## config.mk

```make
export PLATFORM = sky130hd
export DESIGN_NAME = usart_rx_buffer_flat
export DESIGN_NICKNAME = d
export VERILOG_FILES = /design/src/rtl/usart_rx_buffer_pkg.sv /design/src/rtl/usart_rx_buffer_if.sv /design/src/rtl/usart_fifo.sv /design/src/rtl/usart_rx_buffer.sv /design/src/flat_wrapper.sv
export SDC_FILE = /design/constraint.sdc
export NUM_CORES = 1
export LEC_CHECK = 0
export BUFFER_PORTS_ARGS = -buffer_cell sky130_fd_sc_hd__buf_4
export CAP_MARGIN = 40
export CORE_MARGIN = 5
export CORE_UTILIZATION = 30
export DETAILED_ROUTE_END_ITERATION = 6
export GPL_ROUTABILITY_DRIVEN = 0
export GPL_TIMING_DRIVEN = 0
export MAX_ROUTING_LAYER = met4
export PLACE_DENSITY = 0.56
export SETUP_SLACK_MARGIN = 0.2
export SLEW_MARGIN = 5
export SYNTH_ARGS = -nofsm -noshare
export SYNTH_HDL_FRONTEND = slang
export SYNTH_SLANG_ARGS = --single-unit
export TNS_END_PERCENT = 20
```

## constraint.sdc

```tcl
create_clock -name comm_clock -period 3.4 [get_ports comm_clock]
set_clock_uncertainty 0.15 [all_clocks]
set_input_delay 0.68 -clock comm_clock [delete_from_list [all_inputs] [get_ports comm_clock]]
set_output_delay 0.68 -clock comm_clock [all_outputs]
set_load 0.03 [all_outputs]
```

## src/rtl/usart_rx_buffer_pkg.sv

```systemverilog
// usart_rx_buffer_pkg: shared USART receive-buffer types and constants
package usart_rx_buffer_pkg;
  typedef enum logic {IDLE = 1'b0, ACK = 1'b1} rx_state_e;
  localparam int ENTRY_W = 9;
  localparam int DEFAULT_DEPTH_LOG2 = 4;
endpackage

```

## src/rtl/usart_rx_buffer_if.sv

```systemverilog
// usart_rx_buffer_if: receiver handshake plus bus-side read/status signals
interface usart_rx_buffer_if #(parameter int DEPTH_LOG2 = usart_rx_buffer_pkg::DEFAULT_DEPTH_LOG2) ();
  logic [7:0] rx_data;
  logic rx_available;
  logic rx_error;
  logic rx_acknowledge;
  logic rd_pop;
  logic [7:0] rd_data;
  logic rd_frame_error;
  logic empty;
  logic full;
  logic [DEPTH_LOG2:0] count;
  logic overrun;
  logic clear_overrun;
  modport master (
    output rx_data, rx_available, rx_error, rd_pop, clear_overrun,
    input rx_acknowledge, rd_data, rd_frame_error, empty, full, count, overrun
  );
  modport slave (
    input rx_data, rx_available, rx_error, rd_pop, clear_overrun,
    output rx_acknowledge, rd_data, rd_frame_error, empty, full, count, overrun
  );
endinterface

```

## src/rtl/usart_fifo.sv

```systemverilog
// usart_fifo: show-ahead circular FIFO; push while full only lands if a pop frees the slot
module usart_fifo #(
  parameter int WIDTH = 9,
  parameter int DEPTH_LOG2 = 4
) (
  input  logic                  clk,
  input  logic                  rst,
  input  logic                  push,
  input  logic [WIDTH-1:0]      wdata,
  input  logic                  pop,
  output logic [WIDTH-1:0]      head,
  output logic [DEPTH_LOG2:0]   count,
  output logic                  full,
  output logic                  empty
);
  localparam int DEPTH = 2 ** DEPTH_LOG2;
  logic [WIDTH-1:0] mem_q [DEPTH];
  logic [DEPTH_LOG2-1:0] wr_ptr_q, wr_ptr_d, rd_ptr_q, rd_ptr_d;
  logic [DEPTH_LOG2:0] count_q, count_d;
  logic do_push, do_pop;
  assign empty = count_q == '0;
  assign full = count_q[DEPTH_LOG2];
  assign count = count_q;
  assign head = empty ? '0 : mem_q[rd_ptr_q];
  always_comb begin
    do_pop = pop & ~empty;
    do_push = push & (~full | do_pop);
    wr_ptr_d = wr_ptr_q + {{(DEPTH_LOG2-1){1'b0}}, do_push};
    rd_ptr_d = rd_ptr_q + {{(DEPTH_LOG2-1){1'b0}}, do_pop};
    count_d = count_q + {{DEPTH_LOG2{1'b0}}, do_push} - {{DEPTH_LOG2{1'b0}}, do_pop};
  end
  always_ff @(posedge clk or posedge rst) begin
    if (rst) begin
      wr_ptr_q <= '0;
      rd_ptr_q <= '0;
      count_q <= '0;
    end else begin
      wr_ptr_q <= wr_ptr_d;
      rd_ptr_q <= rd_ptr_d;
      count_q <= count_d;
    end
  end
  always_ff @(posedge clk) begin
    if (do_push) mem_q[wr_ptr_q] <= wdata;
  end
endmodule

```

## src/rtl/usart_rx_buffer.sv

```systemverilog
// usart_rx_buffer: captures receiver frames via ack handshake into a FIFO with sticky overrun
module usart_rx_buffer
  import usart_rx_buffer_pkg::*;
#(
  parameter int DEPTH_LOG2 = DEFAULT_DEPTH_LOG2
) (
  input logic comm_clock,
  input logic reset,
  usart_rx_buffer_if.slave bus
);
  rx_state_e state_q, state_d;
  logic overrun_q, overrun_d;
  logic flag, push;
  logic [ENTRY_W-1:0] head;
  // one push per frame: capture only on the IDLE->ACK transition
  always_comb begin
    flag = bus.rx_available | bus.rx_error;
    push = (state_q == IDLE) & flag;
    state_d = flag ? ACK : IDLE;
    overrun_d = (push & bus.full & ~bus.rd_pop) | (overrun_q & ~bus.clear_overrun);
  end
  always_ff @(posedge comm_clock or posedge reset) begin
    if (reset) begin
      state_q <= IDLE;
      overrun_q <= 1'b0;
    end else begin
      state_q <= state_d;
      overrun_q <= overrun_d;
    end
  end
  usart_fifo #(.WIDTH(ENTRY_W), .DEPTH_LOG2(DEPTH_LOG2)) u_fifo (
    .clk(comm_clock),
    .rst(reset),
    .push(push),
    .wdata({bus.rx_error, bus.rx_data}),
    .pop(bus.rd_pop),
    .head(head),
    .count(bus.count),
    .full(bus.full),
    .empty(bus.empty)
  );
  assign bus.rx_acknowledge = state_q == ACK;
  assign bus.overrun = overrun_q;
  assign bus.rd_data = head[7:0];
  assign bus.rd_frame_error = head[8];
endmodule

```

## src/flat_wrapper.sv

```systemverilog
// flat-port wrapper written by rule: the top's interface ports become plain ports
module usart_rx_buffer_flat import usart_rx_buffer_pkg::*;
#(
  parameter int DEPTH_LOG2 = DEFAULT_DEPTH_LOG2
)
  (comm_clock, reset, bus_rx_data, bus_rx_available, bus_rx_error, bus_rd_pop, bus_clear_overrun, bus_rx_acknowledge, bus_rd_data, bus_rd_frame_error, bus_empty, bus_full, bus_count, bus_overrun);
  usart_rx_buffer_if #(.DEPTH_LOG2(DEPTH_LOG2)) bus_i ();
  input logic comm_clock;
  input logic reset;
  input wire logic [$bits(bus_i.rx_data)-1:0] bus_rx_data;
  input wire logic [$bits(bus_i.rx_available)-1:0] bus_rx_available;
  input wire logic [$bits(bus_i.rx_error)-1:0] bus_rx_error;
  input wire logic [$bits(bus_i.rd_pop)-1:0] bus_rd_pop;
  input wire logic [$bits(bus_i.clear_overrun)-1:0] bus_clear_overrun;
  output wire logic [$bits(bus_i.rx_acknowledge)-1:0] bus_rx_acknowledge;
  output wire logic [$bits(bus_i.rd_data)-1:0] bus_rd_data;
  output wire logic [$bits(bus_i.rd_frame_error)-1:0] bus_rd_frame_error;
  output wire logic [$bits(bus_i.empty)-1:0] bus_empty;
  output wire logic [$bits(bus_i.full)-1:0] bus_full;
  output wire logic [$bits(bus_i.count)-1:0] bus_count;
  output wire logic [$bits(bus_i.overrun)-1:0] bus_overrun;
  assign bus_i.rx_data = bus_rx_data;
  assign bus_i.rx_available = bus_rx_available;
  assign bus_i.rx_error = bus_rx_error;
  assign bus_i.rd_pop = bus_rd_pop;
  assign bus_i.clear_overrun = bus_clear_overrun;
  assign bus_rx_acknowledge = bus_i.rx_acknowledge;
  assign bus_rd_data = bus_i.rd_data;
  assign bus_rd_frame_error = bus_i.rd_frame_error;
  assign bus_empty = bus_i.empty;
  assign bus_full = bus_i.full;
  assign bus_count = bus_i.count;
  assign bus_overrun = bus_i.overrun;
  usart_rx_buffer #(.DEPTH_LOG2(DEPTH_LOG2)) u_core (.comm_clock(comm_clock), .reset(reset), .bus(bus_i));
endmodule
```

# Word-level counts from Yosys, hierarchy flattened
# Memory sizes are Yosys's and may differ from the RTL's.
# Cells that the tools add are included.
# op_classes
addsub,4
n_mul,0
div_mod_pow,0
order_cmp,0
eq_ne,0
shift,0
mux,4
bitwise_logic,14
n_reduce_logical,1
# ops
op,n
two-way mux 9 bit,1
adder 4 x 1 -> 4 bit,2
AND 1 bit,6
adder 5 x 1 -> 5 bit,1
logical NOT 5 bit,1
inverter 1 bit,5
subtractor 5 x 1 -> 5 bit,1
two-way mux 1 bit,3
OR 1 bit,3
# word_totals
register_bits,15
latch_bits,0
mem_bits_rw,144
rom_bits,0
in_bits,14
output_inout_bits,18
memories,1
# mem_list
name,words,word_bits,read_ports,rd_clocked_by_memory_dff,wr,line_no,rtl
u_core.u_fifo.mem_q,16,9,1,0,1,usart_fifo.sv:17,logic [WIDTH-1:0] mem_q [DEPTH];

# Longest topological paths before layout
# Gate-level depths: netlist (run 1).
# depth
word_depth,7
mapped_depth,13
mapped_depth_nobuf,13

# Cells and area by module
# From an unflattened synthesis (run 1), not the netlist that was laid out.
# unflattened
hier_cells,337
area_unflattened_um2,6376.1
# by_module_without_submodules
mod,n_inst,cells_per_inst,area_per_inst_um2,seq_area_each_um2
usart_fifo,1,328,6284.8,4649.5
usart_rx_buffer,1,9,91.3,50.0

# Least setup slack after synthesis (run 1)
# No wires, ideal clock.
# synth_path
path_type,reg2reg
start,"register u_core.u_fifo.count_q[3], in the netlist u_core.u_fifo.count[3]"
end,"register u_core.u_fifo.count_q[4], in the netlist u_core.u_fifo.count[4]"
setup_ps,80
t_arrival_ps,2789
slack_ps,381
path_stages_with_launch,14
path_buffers,0
cell_sequence,dfrtp_1 > inv_1 > ha_1 > nor4b_4 > and2b_1 > ha_1 > inv_1 > ha_1 > inv_1 > fa_1 > inv_1 > a21oi_1 > o21bai_1 > xnor2_1
# synth_between
elab_chain_len,7
# synth_lines
element,line_no,rtl
from (decl),usart_fifo.sv:19,"logic [DEPTH_LOG2:0] count_q, count_d;"
from (signal assigned),usart_fifo.sv:40,count_q <= count_d;
logical NOT 5 bit *,usart_fifo.sv:21,assign empty = count_q == '0;
named net bus_empty,flat_wrapper.sv:18,output wire logic [$bits(bus_i.empty)-1:0] bus_empty;
inverter 1 bit *,usart_fifo.sv:26,do_pop = pop & ~empty;
AND 1 bit *,usart_fifo.sv:26,
OR 1 bit,usart_fifo.sv:27,do_push = push & (~full | do_pop);
AND 1 bit,usart_fifo.sv:27,
adder 5 x 1 -> 5 bit,usart_fifo.sv:30,"count_d = count_q + {{DEPTH_LOG2{1'b0}}, do_push} - {{DEPTH_LOG2{1'b0}}, do_pop};"
subtractor 5 x 1 -> 5 bit *,usart_fifo.sv:30,
named net u_core.u_fifo.count_d[4],usart_fifo.sv:19,
# The timed path passes the listed nets; every way through them passes the cells marked *.

# Worst setup path after layout (run 1)
# layout_path
start,"register u_core.u_fifo.count_q[3], in the netlist u_core.u_fifo.count[3]"
end,output bus_rd_data[6]
# layout_between
elab_chain_len,2
# layout_lines
element,line_no,rtl
logical NOT 5 bit,usart_fifo.sv:21,
two-way mux 9 bit,usart_fifo.sv:24,assign head = empty ? '0 : mem_q[rd_ptr_q];
to (decl),flat_wrapper.sv:16,output wire logic [$bits(bus_i.rd_data)-1:0] bus_rd_data;
# Every way passes these cells.

==> summary.md, run 1 <==
| Metric | Value |
|---|---|
| Status | `complete, no violations` |
| Lkg Pwr | `0.002715 µW` |
| Die extent in x | `156.5 µm` |
| Overflow after GRT | `0` |
| Pwr Density | `849.7 mW/mm²` |
| Pin count of the biggest net entering global routing | `18` |
| Clk_lat worst skew | `around 0.42 ns` |
| Post-Layout Inst Area | `0.007790 mm²` |
| Yosys top cell area share | `about two thirds` |
| Worst-path clk slew | `0.06 ns` |
| Setup TNS | `0 ns` |
| Initial antenna violation count | `0` |
| Placed insts | `664` |
| Number of core rows | `53` |
| Final ANT Viol Nets | `0` |
| Hold_ws | `0.1606 ns` |
| Via count | `3,370` |
| Synth Register Bits | `between 150 and 200` |
| Vias/cell | `4.801` |
| Worst Max-Slew Pin Slew | `0.5681 ns` |
| Commonest non-fill, non-tap cell in the layout | `edfxtp_1` |
| Gate Count Post-Synth | `342` |
| Share of layout cells above drive strength 1 | `32.55%` |
| Mapped Area | `~0.0064 mm²` |
| CP Launch Type | `flop` |
| Diodes inserted | `0` |
| Maximum root-to-sink buffer count | `2` |
| Pre-CTS setup slack | `0.3445 ns` |
| Max-slew headroom | `61.99%` |
| Most frequent cells in the layout | `edfxtp_1 (144), buf_4 (52), mux4_2 (27), nand3_1 (18), mux2i_1 (18)` |
| Die Y | `around 160 µm` |
| First DRT Iteration DRCs | `~250` |
| Final Hold Fails | `0` |
| Final setup violation count | `0` |
| Worst endpoint required time | `2.57 ns` |
| Hold-fix buffers, CTS | `0` |
| Max-cap violations | `0` |
| Area Overhead vs Synth | `21.06%` |
| DR pass1 iterations | `5` |
| Syn_area_per_cell | `18.82 µm²` |
| Seq/Total Area, Yosys | `roughly 73%` |
| Synthesized-area fraction occupied by and/or/nand/nor cells | `5.347%` |
| Post-route clock period utilization | `roughly 92%` |
| Nets | `439` |
| Highest Clock Rate | `approximately 320 MHz` |
| Largest area contributor in the netlist | `edfxtp_1` |
| VDD IR max | `324.6 µV` |
| Synth Warn # | `0` |
| Drt total wl | `14.06 mm` |
| Htree depth | `4` |
| First-pass GRT wire length | `roughly 22 mm` |
| Core area | `0.02109 mm²` |
| XOR/XNOR share of the synthesized area | `1.089%` |
| Final HPWL DP | `9.978 mm` |
| TritonCTS clock tree | `done` |
| RSZ-0062 raised after global routing | `yes` |
| Largest family of logic cells by synthesized area | `multiplexers` |
| Syn Nets | `367` |
| Post-layout min period | `3.124 ns` |
| Endpoint type of the worst setup path | `output pin` |
| Wire per inst | `20.03 µm` |
| Distinct cells, synth | `38` |
| Worst Slack Setup Final | `0.2760 ns` |
| Hold/Removal Path Class | `primary input to asynchronous set/reset pin` |
| CTS buffer count | `17` |
| Critical path class | `flop to output pin` |
| Total track usage | `12.57%` |
| Placed Area | `~0.0072 mm²` |
| Synth area leaders | `edfxtp_1 (67%), mux4_2 (9.4%), dfrtp_1 (5.8%), mux2i_1 (2.8%), ha_1 (1.9%)` |
| Initial core utilization | `30.52%` |
| Adder-Cell Fraction of Synth Area | `2.255%` |
| Max Slew Vio Count | `0` |
| Layout Cells excl Fill | `702` |
| Compound-Gate Fraction of Synth Area | `3.305%` |
| I/O pin cnt | `32` |
| Port bufs | `31` |
| DRC | `0` |
| Clk sinks | `159` |
| DIE AREA | `0.02448 mm²` |
| Vias in the first global route | `3,450` |
| CP arrival | `2.29 ns` |
| Clock Root Buffer | `clkbuf_16` |
| Largest fanout on the critical path | `6` |
| Mux cell area share after synthesis | `around 12%` |
==> kinds of logic (layout without fill, tap and decap cells) <==
logic type / count (synthesis) / in the layout
and+or+nand+nor: 61 / 61
AOI/OAI and AO/OA: 28 / 28
DFF: 159 / 159
adders and majority gates: 11 / 11
muxes: 45 / 45
xor gates and xnor gates: 8 / 8
buffers and inverters: 30 / 115
==> worst paths after layout <==
| check | start | to | slack (ns) | cells past startpoint |
|---|---|---|---|---|
| hold reg to reg | u_core.bus.overrun$_DFF_PP0_ | u_core.bus.overrun$_DFF_PP0_ | 0.37 | 1 |
| min in group comm_clock | bus_rx_available | u_core.bus.rx_acknowledge$_DFF_PP0_ | 0.32 | 3 |
| setup reg to reg | u_core.u_fifo.count[3]$_DFF_PP0_ | u_core.u_fifo.count[4]$_DFF_PP0_ | 0.55 | 14 |
| setup / recovery | u_core.u_fifo.count[3]$_DFF_PP0_ | bus_rd_data[6] | 0.28 | 10 |
| hold / removal | reset | u_core.u_fifo.count[1]$_DFF_PP0_ | 0.16 | 2 |
| max in group asynchronous | reset | u_core.u_fifo.wr_ptr_q[0]$_DFF_PP0_ | 2.56 | 2 |
==> layer usage <==
layer / share of wire (%) / vias to the layer above / wire [µm] / global-route usage [%]
li1: - / 1513 / - / -
met1: 42 / 1760 / 5879 / 16.13
met2: 51 / 85 / 7134 / 19.52
met3: 5.5 / 12 / 768 / 3.070
met4: 2.0 / 0 / 276 / 4.504
met5: 0 / - / 0 / -
==> critical path: stages, from the launching register on <==
cell,delay [ns]
dfrtp_1,0.41
inv_2,0.07
ha_1,0.14
nor4b_4,0.21
buf_4,0.19
nor2b_4,0.04
buf_6,0.13
buf_8,0.13
a32oi_1,0.16
o211ai_1,0.18
buf_4,0.22
==> registers in the layout, indices dropped and copies added (netlist names) <==
register,flops
u_core.bus.overrun,1
u_core.bus.rx_acknowledge,1
u_core.u_fifo.count,5
u_core.u_fifo.mem_q,144
u_core.u_fifo.rd_ptr_q,4
u_core.u_fifo.wr_ptr_q,4
==> power by group <==
| group | total, µW | leakage [µW] | switching (µW) | internal [µW] |
|---|---|---|---|---|
| Sequential | 2390 | 0.00147 | 113 | 2270 |
| Clock | 1720 | 0.000255 | 780 | 940 |
| Combinational | 2510 | 0.000987 | 1420 | 1090 |
| Total | 6620 | 0.00271 | 2320 | 4300 |
==> synth_stat cells <==
master,number
edfxtp_1,144
mux4_2,27
mux2i_1,18
nand3_1,18
dfrtp_1,15
nor2_1,15
inv_1,13
a22oi_1,10
ha_1,10
o211ai_1,9
nand2_1,8
buf_6,6
a32oi_1,4
buf_2,4
nand4_1,4
xnor2_1,4
xor2_1,4
buf_4,3
nor3_1,3
a21oi_1,2
clkbuf_1,2
nand3b_1,2
or3_4,2
a21o_1,1
a22o_2,1
and2b_1,1
buf_1,1
clkbuf_2,1
fa_1,1
nand2b_1,1
nor2_2,1
nor2b_1,1
nor2b_2,1
nor2b_4,1
nor3_2,1
nor4b_4,1
o21bai_1,1
or2b_1,1
==> through the flow <==
| stage | util (%) | total power (µW) |
|---|---|---|
| 2_1_floorplan | - | 4050 |
| 3_3_place_gp | 33.25 | 4806 |
| 3_5_place_dp | 33.93 | 4855 |
| 4_1_cts | 36.51 | 6596 |
| 5_1_grt | 36.94 | 6973 |
| 6_report | 36.94 | 6619 |
==> what timing repair did <==
action	CTS	global route
gates resized for setup	2	15
buffers inserted	0	6
pin swaps	0	2
endpoints found under the setup margin	9	8
==> layout make-up <==
| cell class | count | area [µm²] |
|---|---|---|
| clock buffer | 17 | 425.4 |
| inverter | 13 | 48.80 |
| fill | 2003 | 13300 |
| tap | 275 | 344.1 |
| clock inverter | 15 | 111.4 |
| timing repair buffer | 53 | 417.9 |
| buffer | 17 | 150.1 |
| multi-input combinational | 153 | 1593 |
| sequential | 159 | 4700 |
Note: power is estimated with default switching activity, not from simulation.
==> run 2: changes to the inputs <==
ABC_AREA = 1   (was not set)
==> summary.md, run 2 <==
| Metric | Value |
|---|---|
| Count leader, synth | `nand2_1` |
| Syn_area_per_cell | `10.61 µm² (-44%)` |
| Mux cell area share after synthesis | `0% (-12 points)` |
| Drt total wl | `18.67 mm (+33%)` |
| RSZ-0062 raised after global routing | `yes` |
| VDD IR max | `558.6 µV (+72%)` |
| Distinct cells, synth | `24 (-37%)` |
| Area Overhead vs Synth | `18.22%` |
| Syn Nets | `679 (+85%)` |
| Pre-CTS setup slack | `0.1656 ns (-0.1790 ns)` |
| FFs w/ async S/R, synth | `9.434% (unchanged)` |
| Max-slew headroom | `40.12% (-22 points)` |
| Wire per inst | `18.48 µm (-7.7%)` |
| Maximum root-to-sink buffer count | `2 (unchanged)` |
| Overflow after GRT | `0 (unchanged)` |
| I/O pin cnt | `32 (unchanged)` |
| Final ANT Viol Nets | `0 (unchanged)` |
| Hold/Removal Path Class | `primary input to asynchronous set/reset pin` |
| Synthesized-area fraction occupied by and/or/nand/nor cells | `20.06% (+15 points)` |
| Setup TNS | `0 ns (unchanged)` |
| Initial core utilization | `30.57% (+0.052 points)` |
| Synth area leaders | `edfxtp_1 (62%), nand2_1 (12%), nand3_1 (6.9%), dfrtp_1 (5.4%), inv_1 (4.9%)` |
| Largest area contributor in the netlist | `edfxtp_1` |
| Synth Flop Type | `edfxtp_1` |
| Port bufs | `31 (unchanged)` |
| Biggest register | `u_core.u_fifo.mem_q` |
| DRC | `0 (unchanged)` |
| Post-Layout Inst Area | `0.008207 mm² (+5.3%)` |
| Largest family of logic cells by synthesized area | `simple AND/OR/NAND/NOR gates` |
| Endpoint type of the worst setup path | `output pin` |
| Number of core rows | `55 (+3.8%)` |
| Share of layout cells above drive strength 1 | `13.10% (-19 points)` |
| Clk sinks | `159 (unchanged)` |
| Status | `complete, no violations` |
| First DRT Iteration DRCs | `416 (+68%)` |
| EDFF count, synth | `144 (unchanged)` |
| Pin count of the biggest net entering global routing | `18 (unchanged)` |
| Max Slew Vio Count | `0 (unchanged)` |
| Commonest cells in the netlist | `nand2_1 (223), edfxtp_1 (144), nand3_1 (96), inv_1 (91), nor2_1 (17)` |
| Die extent in x | `162.1 µm (+3.6%)` |
| Final HPWL DP | `12.33 mm (+24%)` |
| Placed Area | `0.007591 mm² (+6.1%)` |
| Nets | `737 (+68%)` |
| DR pass1 iterations | `5 (unchanged)` |
| CTS buffer count | `17 (unchanged)` |
| Vias/cell | `4.660 (-2.9%)` |
| Pwr Density | `885.9 mW/mm² (+4.3%)` |
| Worst Max-Slew Pin Slew | `0.8949 ns (+0.3269 ns)` |
| XOR/XNOR share of the synthesized area | `1.009% (-0.079 points)` |
| Htree depth | `4 (unchanged)` |
| Highest Clock Rate | `324.5 MHz (+1.4%)` |
| Clock Root Buffer | `clkbuf_16` |
| Vias in the first global route | `4,565 (+32%)` |
| Clk_lat worst skew | `0.42 ns (about the same)` |
| Compound-Gate Fraction of Synth Area | `1.154% (-2.2 points)` |
| Mapped Area | `0.006942 mm² (+7.9%)` |
| Die Y | `162.1 µm (+3.6%)` |
| Max-cap violations | `0 (unchanged)` |
| Largest fanout on the critical path | `10 (+4)` |
| Diodes inserted | `0 (unchanged)` |
| Worst-path clk slew | `0.07 ns (about the same)` |
| Post-layout min period | `3.082 ns (-0.04192 ns)` |
| Final setup violation count | `0 (unchanged)` |
| CP Launch Type | `flop` |
| First-pass GRT wire length | `28.46 mm (+30%)` |
| Gate Count Post-Synth | `654 (+91%)` |
| Max reg flops | `144 (unchanged)` |
| DIE AREA | `0.02628 mm² (+7.4%)` |
| Hold-fix buffers, CTS | `0 (unchanged)` |
| Worst Slack Setup Final | `0.3180 ns (+0.04192 ns)` |
| CP arrival | `2.25 ns (-0.04 ns)` |
| Hold_ws | `0.1953 ns (+0.03475 ns)` |
| Commonest non-fill, non-tap cell in the layout | `nand2_1` |
| TritonCTS clock tree | `done` |
| Synth Warn # | `0 (unchanged)` |
| Via count | `4,707 (+40%)` |
| Seq/Total Area, Yosys | `67.70% (-5.3 points)` |
| Total track usage | `15.13% (+2.6 points)` |
| Critical path class | `flop to output pin` |
| Final Util | `36.14% (-0.80 points)` |
| Most frequent cells in the layout | `nand2_1 (223), edfxtp_1 (144), nand3_1 (96), inv_1 (91), buf_4 (42)` |
| Initial antenna violation count | `0 (unchanged)` |
| Adder-Cell Fraction of Synth Area | `2.091% (-0.16 points)` |
| Lkg Pwr | `0.003492 µW (+29%)` |
| Synth Register Bits | `159 (unchanged)` |
| Worst endpoint required time | `2.57 ns (about the same)` |
| Yosys top cell area share | `62.29% (-4.9 points)` |
| Post-route clock period utilization | `90.65% (-1.2 points)` |
| Core area | `0.02271 mm² (+7.7%)` |
| Final Hold Fails | `0 (unchanged)` |
-- run 2: cell count changes in the layout (fill, tap and decap cells not counted), moves of 5 or more --
cell / previous run / this run
a21oi_1: 2 / 11
a22oi_1: 10 / 0
buf_2: 0 / 14
buf_4: 52 / 42
clkbuf_1: 1 / 6
inv_1: 11 / 91
mux2i_1: 18 / 0
mux4_2: 27 / 0
nand2_1: 8 / 223
nand3_1: 18 / 96
o211ai_1: 9 / 0
-- run 2: layout make-up --
cell class                 instances  area [µm²]
fill                            2264       14500
sequential                       159        4700
multi-input combinational        372        1688
clock buffer                      27       535.5
inverter                          95       361.6
tap                              285       356.6
timing repair buffer              39       292.8
buffer                            28       197.7
clock inverter                     5       75.07
-- run 2: kinds of logic after synthesis --
| kind of cell | count (synthesis) |
|---|---|
| flops | 159 |
| compound gates | 15 |
| buf+inv | 123 |
| fa+ha+maj | 11 |
| simple gates | 338 |
| xor+xnor | 8 |
-- run 2: final timing paths --
kind	startpoint	endpoint	slack, ns	cells after the start
max	u_core.u_fifo.rd_ptr_q[0]$_DFF_PP0_	bus_rd_data[4]	0.32	9
max reg2reg	u_core.u_fifo.count[2]$_DFF_PP0_	u_core.u_fifo.count[4]$_DFF_PP0_	0.42	14
min in group comm_clock	bus_clear_overrun	u_core.bus.overrun$_DFF_PP0_	0.29	2
min	reset	u_core.u_fifo.rd_ptr_q[2]$_DFF_PP0_	0.20	2
max in group asynchronous	reset	u_core.u_fifo.count[1]$_DFF_PP0_	2.48	2
min reg2reg	u_core.u_fifo.rd_ptr_q[0]$_DFF_PP0_	u_core.u_fifo.rd_ptr_q[0]$_DFF_PP0_	0.38	1
-- run 2: what timing repair did --
| item | in CTS | in global routing |
|---|---|---|
| setup endpoints to repair | 0 | 2 |
| setup buffers | 0 | 0 |
| resized for setup | 0 | 3 |
-- run 2: power by group --
part | leakage, µW | total, µW | internal (µW) | switching [µW]
registers | 0.00147 | 2370 | 2280 | 96.5
logic | 0.00172 | 2930 | 903 | 2030
clock network | 0.000302 | 1970 | 1230 | 742
total | 0.00349 | 7270 | 4410 | 2860
-- run 2: metrics by stage --
stage / std cells / total power [µW]
finish: 1010 / 7270
global route: 1010 / 7664
CTS: 1010 / 7284
detailed placement: 978 / 5321
global placement: 970 / 5294
floorplan: 654 / 4225
-- run 2: metal layers --
layer  global-route usage [%]  vias to the layer above  wire [µm]
met2                    22.34                      203       8400
met1                    21.23                     2237       8571
met5                        -                        -          0
met3                    3.654                       19       1440
met4                    3.537                        0        253
li1                         -                     2248          -
-- run 2: critical path, stage by stage, from the launching register on --
cell and delay, ns:
dfrtp_1 0.36, buf_6 0.17, buf_2 0.34, nand2_1 0.10
nand2_1 0.08, nand2_1 0.04, nand3_1 0.14, nand3_1 0.09
a21oi_1 0.27, buf_4 0.22
